===== config.mk =====
export PLATFORM = sky130hd
export DESIGN_NAME = fetch_redirect_ctrl_flat
export DESIGN_NICKNAME = d
export VERILOG_FILES = /design/src/rtl/fetch_redirect_ctrl_if.sv /design/src/rtl/fetch_redirect_ctrl.sv /design/src/flat_wrapper.sv
export SDC_FILE = /design/constraint.sdc
export NUM_CORES = 1
export LEC_CHECK = 0
export ABC_AREA = 1
export ABC_CLOCK_PERIOD_IN_PS = 3950
export CORE_UTILIZATION = 49
export CTS_CLUSTER_SIZE = 8
export DETAILED_ROUTE_END_ITERATION = 12
export PLACE_DENSITY = 0.83
export SETUP_SLACK_MARGIN = 0.05
export SYNTH_ARGS = -nofsm -noshare
export SYNTH_HDL_FRONTEND = slang
export SYNTH_SLANG_ARGS = --single-unit

===== constraint.sdc =====
create_clock -name clk -period 3.95 [get_ports clk]
set_input_delay 0.79 -clock clk [delete_from_list [all_inputs] [get_ports clk]]
set_output_delay 0.79 -clock clk [all_outputs]
set_load 0.005 [all_outputs]

===== src/rtl/fetch_redirect_ctrl_if.sv =====
`default_nettype none
// ============================================================================
// fetch_redirect_ctrl_if : fetch-stage redirect controller signal bundle
// Revision: 1.0
// ============================================================================
interface fetch_redirect_ctrl_if #(
   parameter int WORD_LEN = 32
);
   logic                bp_enable_i;
   logic                freeze_i;
   logic                if_is_branch_i;
   logic                predict_taken_i;
   logic [WORD_LEN-1:0] if_pc_i;
   logic                branch_resolved_i;
   logic                actual_taken_i;
   logic [WORD_LEN-1:0] resolved_pc_i;
   logic [1:0]          pc_sel_o;
   logic                pc_we_o;
   logic                flush_ifid_o;
   logic                bp_update_en_o;
   logic                mispredict_o;
   logic                track_full_o;
   logic                track_err_o;
   logic [31:0]         mispredict_cnt_o;
   logic [31:0]         redirect_cycles_o;

   modport master (
      output bp_enable_i, freeze_i, if_is_branch_i, predict_taken_i, if_pc_i,
             branch_resolved_i, actual_taken_i, resolved_pc_i,
      input  pc_sel_o, pc_we_o, flush_ifid_o, bp_update_en_o, mispredict_o,
             track_full_o, track_err_o, mispredict_cnt_o, redirect_cycles_o
   );

   modport slave (
      input  bp_enable_i, freeze_i, if_is_branch_i, predict_taken_i, if_pc_i,
             branch_resolved_i, actual_taken_i, resolved_pc_i,
      output pc_sel_o, pc_we_o, flush_ifid_o, bp_update_en_o, mispredict_o,
             track_full_o, track_err_o, mispredict_cnt_o, redirect_cycles_o
   );
endinterface
`default_nettype wire


===== src/rtl/fetch_redirect_ctrl.sv =====
`default_nettype none
// ============================================================================
// fetch_redirect_ctrl : PC source / write-enable / IF-ID flush sequencing
// Revision: 1.0
// ============================================================================
module fetch_redirect_ctrl #(
   parameter int WORD_LEN      = 32,
   parameter int DEPTH         = 4,
   parameter int REFILL_CYCLES = 1
) (
   input logic                 clk,
   input logic                 rst_n,
   fetch_redirect_ctrl_if.slave bus
);
   localparam int PW = $clog2(DEPTH);
   localparam int CW = $clog2(DEPTH + 1);
   localparam int RW = (REFILL_CYCLES > 1) ? $clog2(REFILL_CYCLES) : 1;
   localparam logic [RW-1:0] REFILL_LOAD = (REFILL_CYCLES > 0) ? RW'(REFILL_CYCLES - 1) : '0;

   typedef enum logic [1:0] {
      S_BOOT   = 2'd0,
      S_RUN    = 2'd1,
      S_REFILL = 2'd2
   } state_t;

   state_t              state_q, state_d;
   logic [RW-1:0]       refill_q, refill_d;
   logic [PW-1:0]       head_q, tail_q;
   logic [CW-1:0]       cnt_q;
   logic [WORD_LEN-1:0] pc_q   [DEPTH];
   logic                pred_q [DEPTH];
   logic                err_q;
   logic [31:0]         mis_cnt_q, red_cnt_q;

   logic       pred_eff, empty, full, head_hit, head_pred;
   logic       push, pop, clear, err_set, red_inc;
   logic [1:0] pc_sel;
   logic       pc_we, flush, bp_upd, mis;

   assign empty     = (cnt_q == '0);
   assign full      = (cnt_q == CW'(DEPTH));
   assign pred_eff  = bus.bp_enable_i & bus.if_is_branch_i & bus.predict_taken_i;
   // A resolve that misses the queue head is treated as predicted not-taken.
   assign head_hit  = ~empty && (pc_q[head_q] == bus.resolved_pc_i);
   assign head_pred = head_hit & pred_q[head_q];

   always_comb begin
      state_d  = state_q;
      refill_d = refill_q;
      pc_sel   = 2'b00;
      pc_we    = 1'b0;
      flush    = 1'b0;
      bp_upd   = 1'b0;
      mis      = 1'b0;
      push     = 1'b0;
      pop      = 1'b0;
      clear    = 1'b0;
      err_set  = 1'b0;
      red_inc  = 1'b0;
      unique case (state_q)
         S_BOOT: state_d = S_RUN;
         S_RUN: begin
            if (bus.branch_resolved_i) begin
               bp_upd  = bus.bp_enable_i;
               err_set = ~head_hit;
               pop     = ~empty;
            end
            if (bus.branch_resolved_i && (head_pred != bus.actual_taken_i)) begin
               mis     = 1'b1;
               flush   = 1'b1;
               pc_we   = 1'b1;
               pc_sel  = bus.actual_taken_i ? 2'b10 : 2'b11;
               clear   = 1'b1;
               red_inc = 1'b1;
               if (REFILL_CYCLES > 0) begin
                  state_d  = S_REFILL;
                  refill_d = REFILL_LOAD;
               end
            end else begin
               // A same-cycle pop frees a slot, so a full queue need not stall.
               pc_we  = ~(bus.freeze_i | (bus.if_is_branch_i & full & ~pop));
               pc_sel = (pred_eff & pc_we) ? 2'b01 : 2'b00;
               push   = pc_we & bus.if_is_branch_i;
            end
         end
         S_REFILL: begin
            flush   = 1'b1;
            red_inc = 1'b1;
            if (refill_q == '0) state_d = S_RUN;
            else                refill_d = refill_q - 1'b1;
         end
         default: state_d = S_BOOT;
      endcase
   end

   always_ff @(posedge clk or negedge rst_n) begin
      if (!rst_n) begin
         state_q   <= S_BOOT;
         refill_q  <= '0;
         head_q    <= '0;
         tail_q    <= '0;
         cnt_q     <= '0;
         err_q     <= 1'b0;
         mis_cnt_q <= '0;
         red_cnt_q <= '0;
      end else begin
         state_q  <= state_d;
         refill_q <= refill_d;
         if (clear) begin
            head_q <= '0;
            tail_q <= '0;
            cnt_q  <= '0;
         end else begin
            if (push) tail_q <= tail_q + 1'b1;
            if (pop)  head_q <= head_q + 1'b1;
            cnt_q <= cnt_q + CW'(push) - CW'(pop);
         end
         if (err_set) err_q <= 1'b1;
         if (mis && (mis_cnt_q != '1))     mis_cnt_q <= mis_cnt_q + 1'b1;
         if (red_inc && (red_cnt_q != '1)) red_cnt_q <= red_cnt_q + 1'b1;
      end
   end

   always_ff @(posedge clk) begin
      if (push) begin
         pc_q[tail_q]   <= bus.if_pc_i;
         pred_q[tail_q] <= pred_eff;
      end
   end

   assign bus.pc_sel_o          = pc_sel;
   assign bus.pc_we_o           = pc_we;
   assign bus.flush_ifid_o      = flush;
   assign bus.bp_update_en_o    = bp_upd;
   assign bus.mispredict_o      = mis;
   assign bus.track_full_o      = full;
   assign bus.track_err_o       = err_q;
   assign bus.mispredict_cnt_o  = mis_cnt_q;
   assign bus.redirect_cycles_o = red_cnt_q;
endmodule
`default_nettype wire


===== src/flat_wrapper.sv =====
// flat-port wrapper written by rule: the top's interface ports become plain ports
module fetch_redirect_ctrl_flat 
#(
   parameter int WORD_LEN      = 32,
   parameter int DEPTH         = 4,
   parameter int REFILL_CYCLES = 1
)
  (clk, rst_n, bus_bp_enable_i, bus_freeze_i, bus_if_is_branch_i, bus_predict_taken_i, bus_if_pc_i, bus_branch_resolved_i, bus_actual_taken_i, bus_resolved_pc_i, bus_pc_sel_o, bus_pc_we_o, bus_flush_ifid_o, bus_bp_update_en_o, bus_mispredict_o, bus_track_full_o, bus_track_err_o, bus_mispredict_cnt_o, bus_redirect_cycles_o);
  fetch_redirect_ctrl_if #(.WORD_LEN(WORD_LEN)) bus_i ();
  input logic clk;
  input logic rst_n;
  input wire logic [$bits(bus_i.bp_enable_i)-1:0] bus_bp_enable_i;
  input wire logic [$bits(bus_i.freeze_i)-1:0] bus_freeze_i;
  input wire logic [$bits(bus_i.if_is_branch_i)-1:0] bus_if_is_branch_i;
  input wire logic [$bits(bus_i.predict_taken_i)-1:0] bus_predict_taken_i;
  input wire logic [$bits(bus_i.if_pc_i)-1:0] bus_if_pc_i;
  input wire logic [$bits(bus_i.branch_resolved_i)-1:0] bus_branch_resolved_i;
  input wire logic [$bits(bus_i.actual_taken_i)-1:0] bus_actual_taken_i;
  input wire logic [$bits(bus_i.resolved_pc_i)-1:0] bus_resolved_pc_i;
  output wire logic [$bits(bus_i.pc_sel_o)-1:0] bus_pc_sel_o;
  output wire logic [$bits(bus_i.pc_we_o)-1:0] bus_pc_we_o;
  output wire logic [$bits(bus_i.flush_ifid_o)-1:0] bus_flush_ifid_o;
  output wire logic [$bits(bus_i.bp_update_en_o)-1:0] bus_bp_update_en_o;
  output wire logic [$bits(bus_i.mispredict_o)-1:0] bus_mispredict_o;
  output wire logic [$bits(bus_i.track_full_o)-1:0] bus_track_full_o;
  output wire logic [$bits(bus_i.track_err_o)-1:0] bus_track_err_o;
  output wire logic [$bits(bus_i.mispredict_cnt_o)-1:0] bus_mispredict_cnt_o;
  output wire logic [$bits(bus_i.redirect_cycles_o)-1:0] bus_redirect_cycles_o;
  assign bus_i.bp_enable_i = bus_bp_enable_i;
  assign bus_i.freeze_i = bus_freeze_i;
  assign bus_i.if_is_branch_i = bus_if_is_branch_i;
  assign bus_i.predict_taken_i = bus_predict_taken_i;
  assign bus_i.if_pc_i = bus_if_pc_i;
  assign bus_i.branch_resolved_i = bus_branch_resolved_i;
  assign bus_i.actual_taken_i = bus_actual_taken_i;
  assign bus_i.resolved_pc_i = bus_resolved_pc_i;
  assign bus_pc_sel_o = bus_i.pc_sel_o;
  assign bus_pc_we_o = bus_i.pc_we_o;
  assign bus_flush_ifid_o = bus_i.flush_ifid_o;
  assign bus_bp_update_en_o = bus_i.bp_update_en_o;
  assign bus_mispredict_o = bus_i.mispredict_o;
  assign bus_track_full_o = bus_i.track_full_o;
  assign bus_track_err_o = bus_i.track_err_o;
  assign bus_mispredict_cnt_o = bus_i.mispredict_cnt_o;
  assign bus_redirect_cycles_o = bus_i.redirect_cycles_o;
  fetch_redirect_ctrl #(.WORD_LEN(WORD_LEN), .DEPTH(DEPTH), .REFILL_CYCLES(REFILL_CYCLES)) u_core (.clk(clk), .rst_n(rst_n), .bus(bus_i));
endmodule

==> impl_metrics.ini, run 1 <==
[place]
hpwlAfterDp_um = 16500
dpl-instance-area_sq_mm = 0.0123
gp_congestion = 0.892
dpl_worst_slack_ps = -127
port_buffers = 143

[final_layout]
area_delta_synth_final_pct = 29.6
layout.nets = 1436
post-route-util_pct = 64.7
final_layout_size_suffix_gt1_share_pct = 9.87
fillers = 1663
multi_input_area_sq_mm = 0.00421
design_area_sq_mm = 0.0136
regArea_sq_mm = 0.00582

[route]
wl_per_cell_um = 15.9
dr.pass1.iters = 5
detail-route-antenna-nets = 0
drc = 0
initialDrtViolationCount = 587
finalWirelength_um = 26100
vias = 8698
vias_per_cell = 5.29

[global_routing]
first_global_vias = 8199
grt_first_pass_wirelength_um = 40100
grt_usage_pct = 23.0
overflow = 0
antenna_found_initial = 1
grt_max_degree = 75

[worst_setup_path]
slowest_delay_ps = 500
path_class = reg2out
cp_cell_sequence = clkinv_8 > buf_16 > buf_4 > nand2_1 > nand3_2 > nand3b_1 > nand2_1 > inv_1 > nand3_2 > nor2_2 > nand2_2 > nor2_4 > buf_6 > nand4_1 > buf_4 > nand4_4 > o22ai_2 > clkbuf_2
required_ps = 3160
cp-end-kind = output port
cpMaxStageDelayCell = dfrtp_2
path_max_fanout = 8
worstPathArrival_ps = 3100
startpoint_type = flop

[synth]
ys_ff_latch = 206
syn_area_per_cell_sq_um = 8.88
ys_types = 37
synth.most_common_cell = nand2_1
netlist_top_cells_count = nand2_1 (417), edfxtp_1 (132), nand3_1 (131), inv_1 (95), nor2_1 (80)
synth_top_area_cell = edfxtp_1
synth_top_cell_area_share_pct = 37.9
synth_fp_nets = 1263
synth_edf_count = 132
netlist_area_sq_mm = 0.0105
synthArstFlopShare_pct = 35.9
synth_cells = 1178
synth-warning-count = 0
yosysSeqAreaShare_pct = 55.6
synthTopCellsByArea = edfxtp_1 (38%), dfrtp_1 (18%), nand2_1 (15%)
ys.flop_type = edfxtp_1

[die]
core-area_sq_mm = 0.0210
die_h_um = 148
rows = 53
num_io_pins = 144
die_w_um = 148
die_area_sq_mm = 0.0219
start_util_pct = 49.9

[cts]
cts_sinks = 206
numCtsBuffers = 29
cts_hold_buf = 0
root_buffer = clkbuf_16
htreeDepth = 1
cts_tree = built
path_clk_slew_ps = 50
insertion_delay_ps = 530
cts_max_path_buffers = 3

[timing]
hold_violations = 0
slew_violations = 0
worst_pin_slew_ps = 939
timing.final.crit_period_ps = 3890
skew_ps = 12.1
relSlewSlack_pct = 37.4
timing.hold.ws_ps = 407
fin_ws_ps = 60.0
setup_violations = 0
period_share_pct = 98.5
tns_ps = 0
rsz0062_at_grt = yes
clock.fmax_mhz = 257

[power_and_ir_drop]
p_leak_nw = 5.64
power_density_mw_per_mm2 = 545
vdd_drop_max_mv = 0.399
pwr-share-clk_pct = 29.8
p_seq_share_pct = 34.8
internal_power_mw = 4.85
switching_share_pct = 34.4
combinationalPowerShare_pct = 35.5
p_sw_mw = 2.54

[flow_run]
drv_cap = 0

[min_path]
hp-class = in2async

[status]
status = complete, no violations
## layout by cell type, fill, tap and decap left out, types with 2 or more instances in the layout
| master | instances |
|---|---|
| a21oi_1 | 4 |
| a21oi_2 | 2 |
| buf_12 | 10 |
| buf_16 | 2 |
| buf_4 | 19 |
| buf_6 | 12 |
| clkbuf_1 | 18 |
| clkbuf_16 | 32 |
| clkbuf_2 | 3 |
| clkdlybuf4s50_1 | 137 |
| dfrtp_1 | 73 |
| edfxtp_1 | 132 |
| ha_1 | 12 |
| inv_1 | 95 |
| nand2_1 | 406 |
| nand2_2 | 12 |
| nand2_4 | 3 |
| nand3_1 | 115 |
| nand3_2 | 17 |
| nand3b_1 | 17 |
| nand4_1 | 46 |
| nor2_1 | 69 |
| nor2_2 | 6 |
| nor2_4 | 6 |
| nor3_1 | 31 |
| nor4_1 | 13 |
| nor4b_1 | 2 |
| o21ai_0 | 8 |
| o21ai_1 | 5 |
| xnor2_1 | 10 |
| xor2_1 | 37 |
## state kept, by name (all words and copies together), names as in the netlist
signal / flops
u_core.pc_q: 128
u_core.bus.mispredict_cnt_o: 32
u_core.bus.redirect_cycles_o: 32
u_core.pred_q: 4
u_core.cnt_q: 3
u_core.head_q: 2
u_core.state_q: 2
u_core.tail_q: 2
u_core.bus.track_err_o: 1
## power by group through the flow
stage | registers, mW | clock network (mW) | logic [mW]
detailed placement | 2.59 | 0 | 2.16
global route | 2.58 | 2.33 | 2.89
finish | 2.57 | 2.20 | 2.62
floorplan | 2.57 | 0 | 1.51
CTS | 2.56 | 2.24 | 2.30
global placement | 2.58 | 0 | 2.10
## logic make-up (layout without fill, tap and decap cells)
family | Yosys count | in the layout | share of synthesized area (%)
adder cells (fa/ha/maj) | 13 | 13 | 1.63
other | 0 | 1 | 0
buffers and inverters | 141 | 331 | 6.00
flip-flops | 206 | 206 | 55.6
XOR/XNOR | 47 | 47 | 3.94
AND/OR/NAND/NOR | 749 | 749 | 31.7
AO/OA/AOI/OAI | 22 | 22 | 1.14
## through the flow
| step | total power [mW] | std cells |
|---|---|---|
| 6_report | 7.39 | 1644 |
| 5_1_grt | 7.80 | 1643 |
| 4_1_cts | 7.10 | 1628 |
| 3_5_place_dp | 4.75 | 1574 |
| 3_3_place_gp | 4.68 | 1574 |
| 2_1_floorplan | 4.08 | 1178 |
## what timing repair did
item | 4_1_cts | 5_1_grt
pin swaps | 8 | 30
endpoints found under the setup margin | 5 | 5
setup buffers | 4 | 12
gates resized for setup | 24 | 54
gates cloned | 2 | 4
## worst max-delay path, delay by kind of cell, from the launching register on
kind | cells | cell delay (ps)
AOI/OAI and AO/OA | 1 | 80
DFF | 1 | 500
buffers and inverters | 7 | 940
and+or+nand+nor | 10 | 1010
## final cells by class
type / count / share of cell area (%)
diodes: 1 / 0.0185
clock inverters: 1 / 0.0646
clock buffers: 47 / 5.85
inverters: 97 / 2.80
multi-input cells: 831 / 31.1
repair buffers: 186 / 14.7
flip-flops and latches: 206 / 42.9
well taps: 275 / 2.54
## path summary, 6_finish.rpt
| check | end | start | depth (start not counted) | slack (ps) |
|---|---|---|---|---|
| min reg2reg | u_core.bus.track_err_o | u_core.bus.track_err_o | 1 | 460 |
| max reg2reg | u_core.cnt_q[2] | u_core.head_q[0] | 24 | 390 |
| min in group clk | u_core.bus.track_err_o | u_core.bus.track_err_o | 1 | 460 |
| min | u_core.bus.redirect_cycles_o[14] | rst_n | 1 | 410 |
| max | bus_pc_sel_o[0] | u_core.head_q[0] | 18 | 60 |
| max in group asynchronous | u_core.head_q[0] | rst_n | 1 | 2880 |
## routing by layer
metal / vias up / GRT usage (%) / wire (um)
met2: 304 / 39.7 / 12800
li1: 4265 / - / -
met1: 4087 / 30.0 / 10800
met4: 0 / 6.34 / 478
met5: - / 0 / 0
met3: 42 / 3.47 / 1960
Note: power is estimated with default switching activity, not from simulation.
==> inputs of run 2 (changes only) <==
Settings changed: PLACE_DENSITY 0.83 to 0.78.
==> impl_metrics.ini, run 2 (synthesized netlist as in run 1, its figures left out) <==
[timing]
rsz0062_at_grt = yes
fin_ws_ps = 74.4
slew_violations = 0
timing.final.crit_period_ps = 3880
period_share_pct = 98.1
setup_violations = 0
skew_ps = 19.5
hold_violations = 0
relSlewSlack_pct = 34.7
clock.fmax_mhz = 258
worst_pin_slew_ps = 979

[worst_setup_path]
crit-reg2reg-capture = u_core.bus.mispredict_cnt_o[1]
cp_common_cell = nand2_1
cp_cell_sequence = buf_12 > clkbuf_16 > nand2_1 > nand3_1 > nand3b_1 > nand2_1 > nor2_1 > nand2_1 > nor2_2 > nand2_2 > nor2_4 > nand3_2 > nand2_4 > nand3_4 > buf_6 > buf_12 > nor2_8 > clkbuf_2
r2r_setup_slack_ps = 490
cp-end-kind = output port
path_class = reg2out
startpoint_type = flop
worstPathArrival_ps = 3090
required_ps = 3160
cpMaxStageDelayCell = dfrtp_2
slowest_delay_ps = 500
path_max_fanout = 9
rr_worst_depth = 21
timing.rr.start = u_core.head_q[0]

[global_routing]
grt_first_pass_wirelength_um = 40400
grt_max_degree = 75
first_global_vias = 8236
antenna_found_initial = 1
overflow = 0
grt_usage_pct = 23.1

[cts]
htreeDepth = 1
cts_sinks = 206
path_clk_slew_ps = 50
cts_hold_buf = 0
numCtsBuffers = 29
cts_tree = built
root_buffer = clkbuf_16
cts_max_path_buffers = 3
insertion_delay_ps = 540

[final_layout]
final_cell_mix = nand2_1 (405), clkdlybuf4s50_1 (137), edfxtp_1 (132)
fillers = 1698
antenna_cells = 0
largest_reg_flops = 128
layout.nets = 1434
largest-register = u_core.pc_q
final_common_cell = nand2_1
multi_input_area_sq_mm = 0.00421
final_layout_size_suffix_gt1_share_pct = 9.51
area_delta_synth_final_pct = 29.8
regArea_sq_mm = 0.00582
design_area_sq_mm = 0.0136
post-route-util_pct = 64.8

[place]
port_buffers = 143
dpl-instance-area_sq_mm = 0.0123
dpl_worst_slack_ps = -97.3
hpwlAfterDp_um = 16700
gp_congestion = 0.886

[route]
wl_per_cell_um = 16.0
dr.pass1.iters = 5
detail-route-antenna-nets = 0
initialDrtViolationCount = 643
finalWirelength_um = 26300
vias = 8632
vias_per_cell = 5.26
drc = 0

[die]
core-area_sq_mm = 0.0210
die_area_sq_mm = 0.0219
die_h_um = 148
start_util_pct = 49.9
rows = 53
die_w_um = 148
num_io_pins = 144

[power_and_ir_drop]
vdd_drop_max_mv = 0.382
p_leak_nw = 5.67
power_density_mw_per_mm2 = 547

[min_path]
hp-class = in2async

[status]
status = complete, no violations

[flow_run]
drv_cap = 0
-- run 2: cell types whose count changed in the layout (fill, tap and decap cells not counted), sizes merged --
cell,previous run,this run
inv,97,98
buf,43,36
dlymetal6s2s,0,2
clkbuf,53,56
diode,1,0
-- run 2: how the worst max path moves through the flow --
stage	startpoint	endpoint
detailed placement	bus_resolved_pc_i[12]	bus_pc_sel_o[0]
finish	u_core.head_q[0]	bus_pc_sel_o[1]
CTS	u_core.head_q[1]	bus_pc_sel_o[1]
global route	u_core.head_q[0]	bus_pc_sel_o[1]
global placement	bus_resolved_pc_i[12]	bus_pc_sel_o[0]
floorplan	u_core.head_q[0]	u_core.pc_q[0][0]
-- run 2: area by class of cell --
type	instances	area share, %
Multi-Input combinational cell	831	31.0
Clock inverter	1	0.0645
Tap cell	275	2.53
Inverter	97	2.77
Timing Repair Buffer	183	14.8
Clock buffer	48	5.87
Sequential cell	206	42.9
Timing Repair inverter	1	0.0461
-- run 2: routing by layer --
metal | vias up | GRT usage [%] | part of all wire, % | wire length, um
met3 | 49 | 3.96 | 7.1 | 1870
met5 | - | 0 | 0.034 | 9
li1 | 4263 | - | - | -
met2 | 287 | 39.1 | 48 | 12600
met1 | 4031 | 30.9 | 43 | 11200
met4 | 2 | 5.93 | 1.9 | 512
-- run 2: where the power goes --
part	leakage (nW)	switching (mW)	internal [mW]
registers	2.19	0.116	2.45
clock network	0.384	0.859	1.35
logic	3.09	1.58	1.07
total	5.67	2.56	4.87
-- run 2: timing repair --
item / 4_1_cts / 5_1_grt
buffers inserted: 4 / 6
setup endpoints to repair: 5 / 5
resized for setup: 19 / 51
cloned: 2 / 6
pin swaps: 2 / 24
-- run 2: critical path: cells and delay by family, from the launching register on --
kind / cells / cell delay, ps
buffers and inverters: 5 / 720
DFF: 1 / 500
and+or+nand+nor: 13 / 1340
-- run 2: through the flow --
stage	hold WS, ps	TNS [ps]	cells	power, mW
final	389	0	1642	7.43
after global routing	477	-153	1642	7.85
after CTS	448	-489	1630	7.13
after detailed placement	464	-367	1575	4.76
after global placement	457	-351	1575	4.70
after floorplan	465	0	1178	4.08
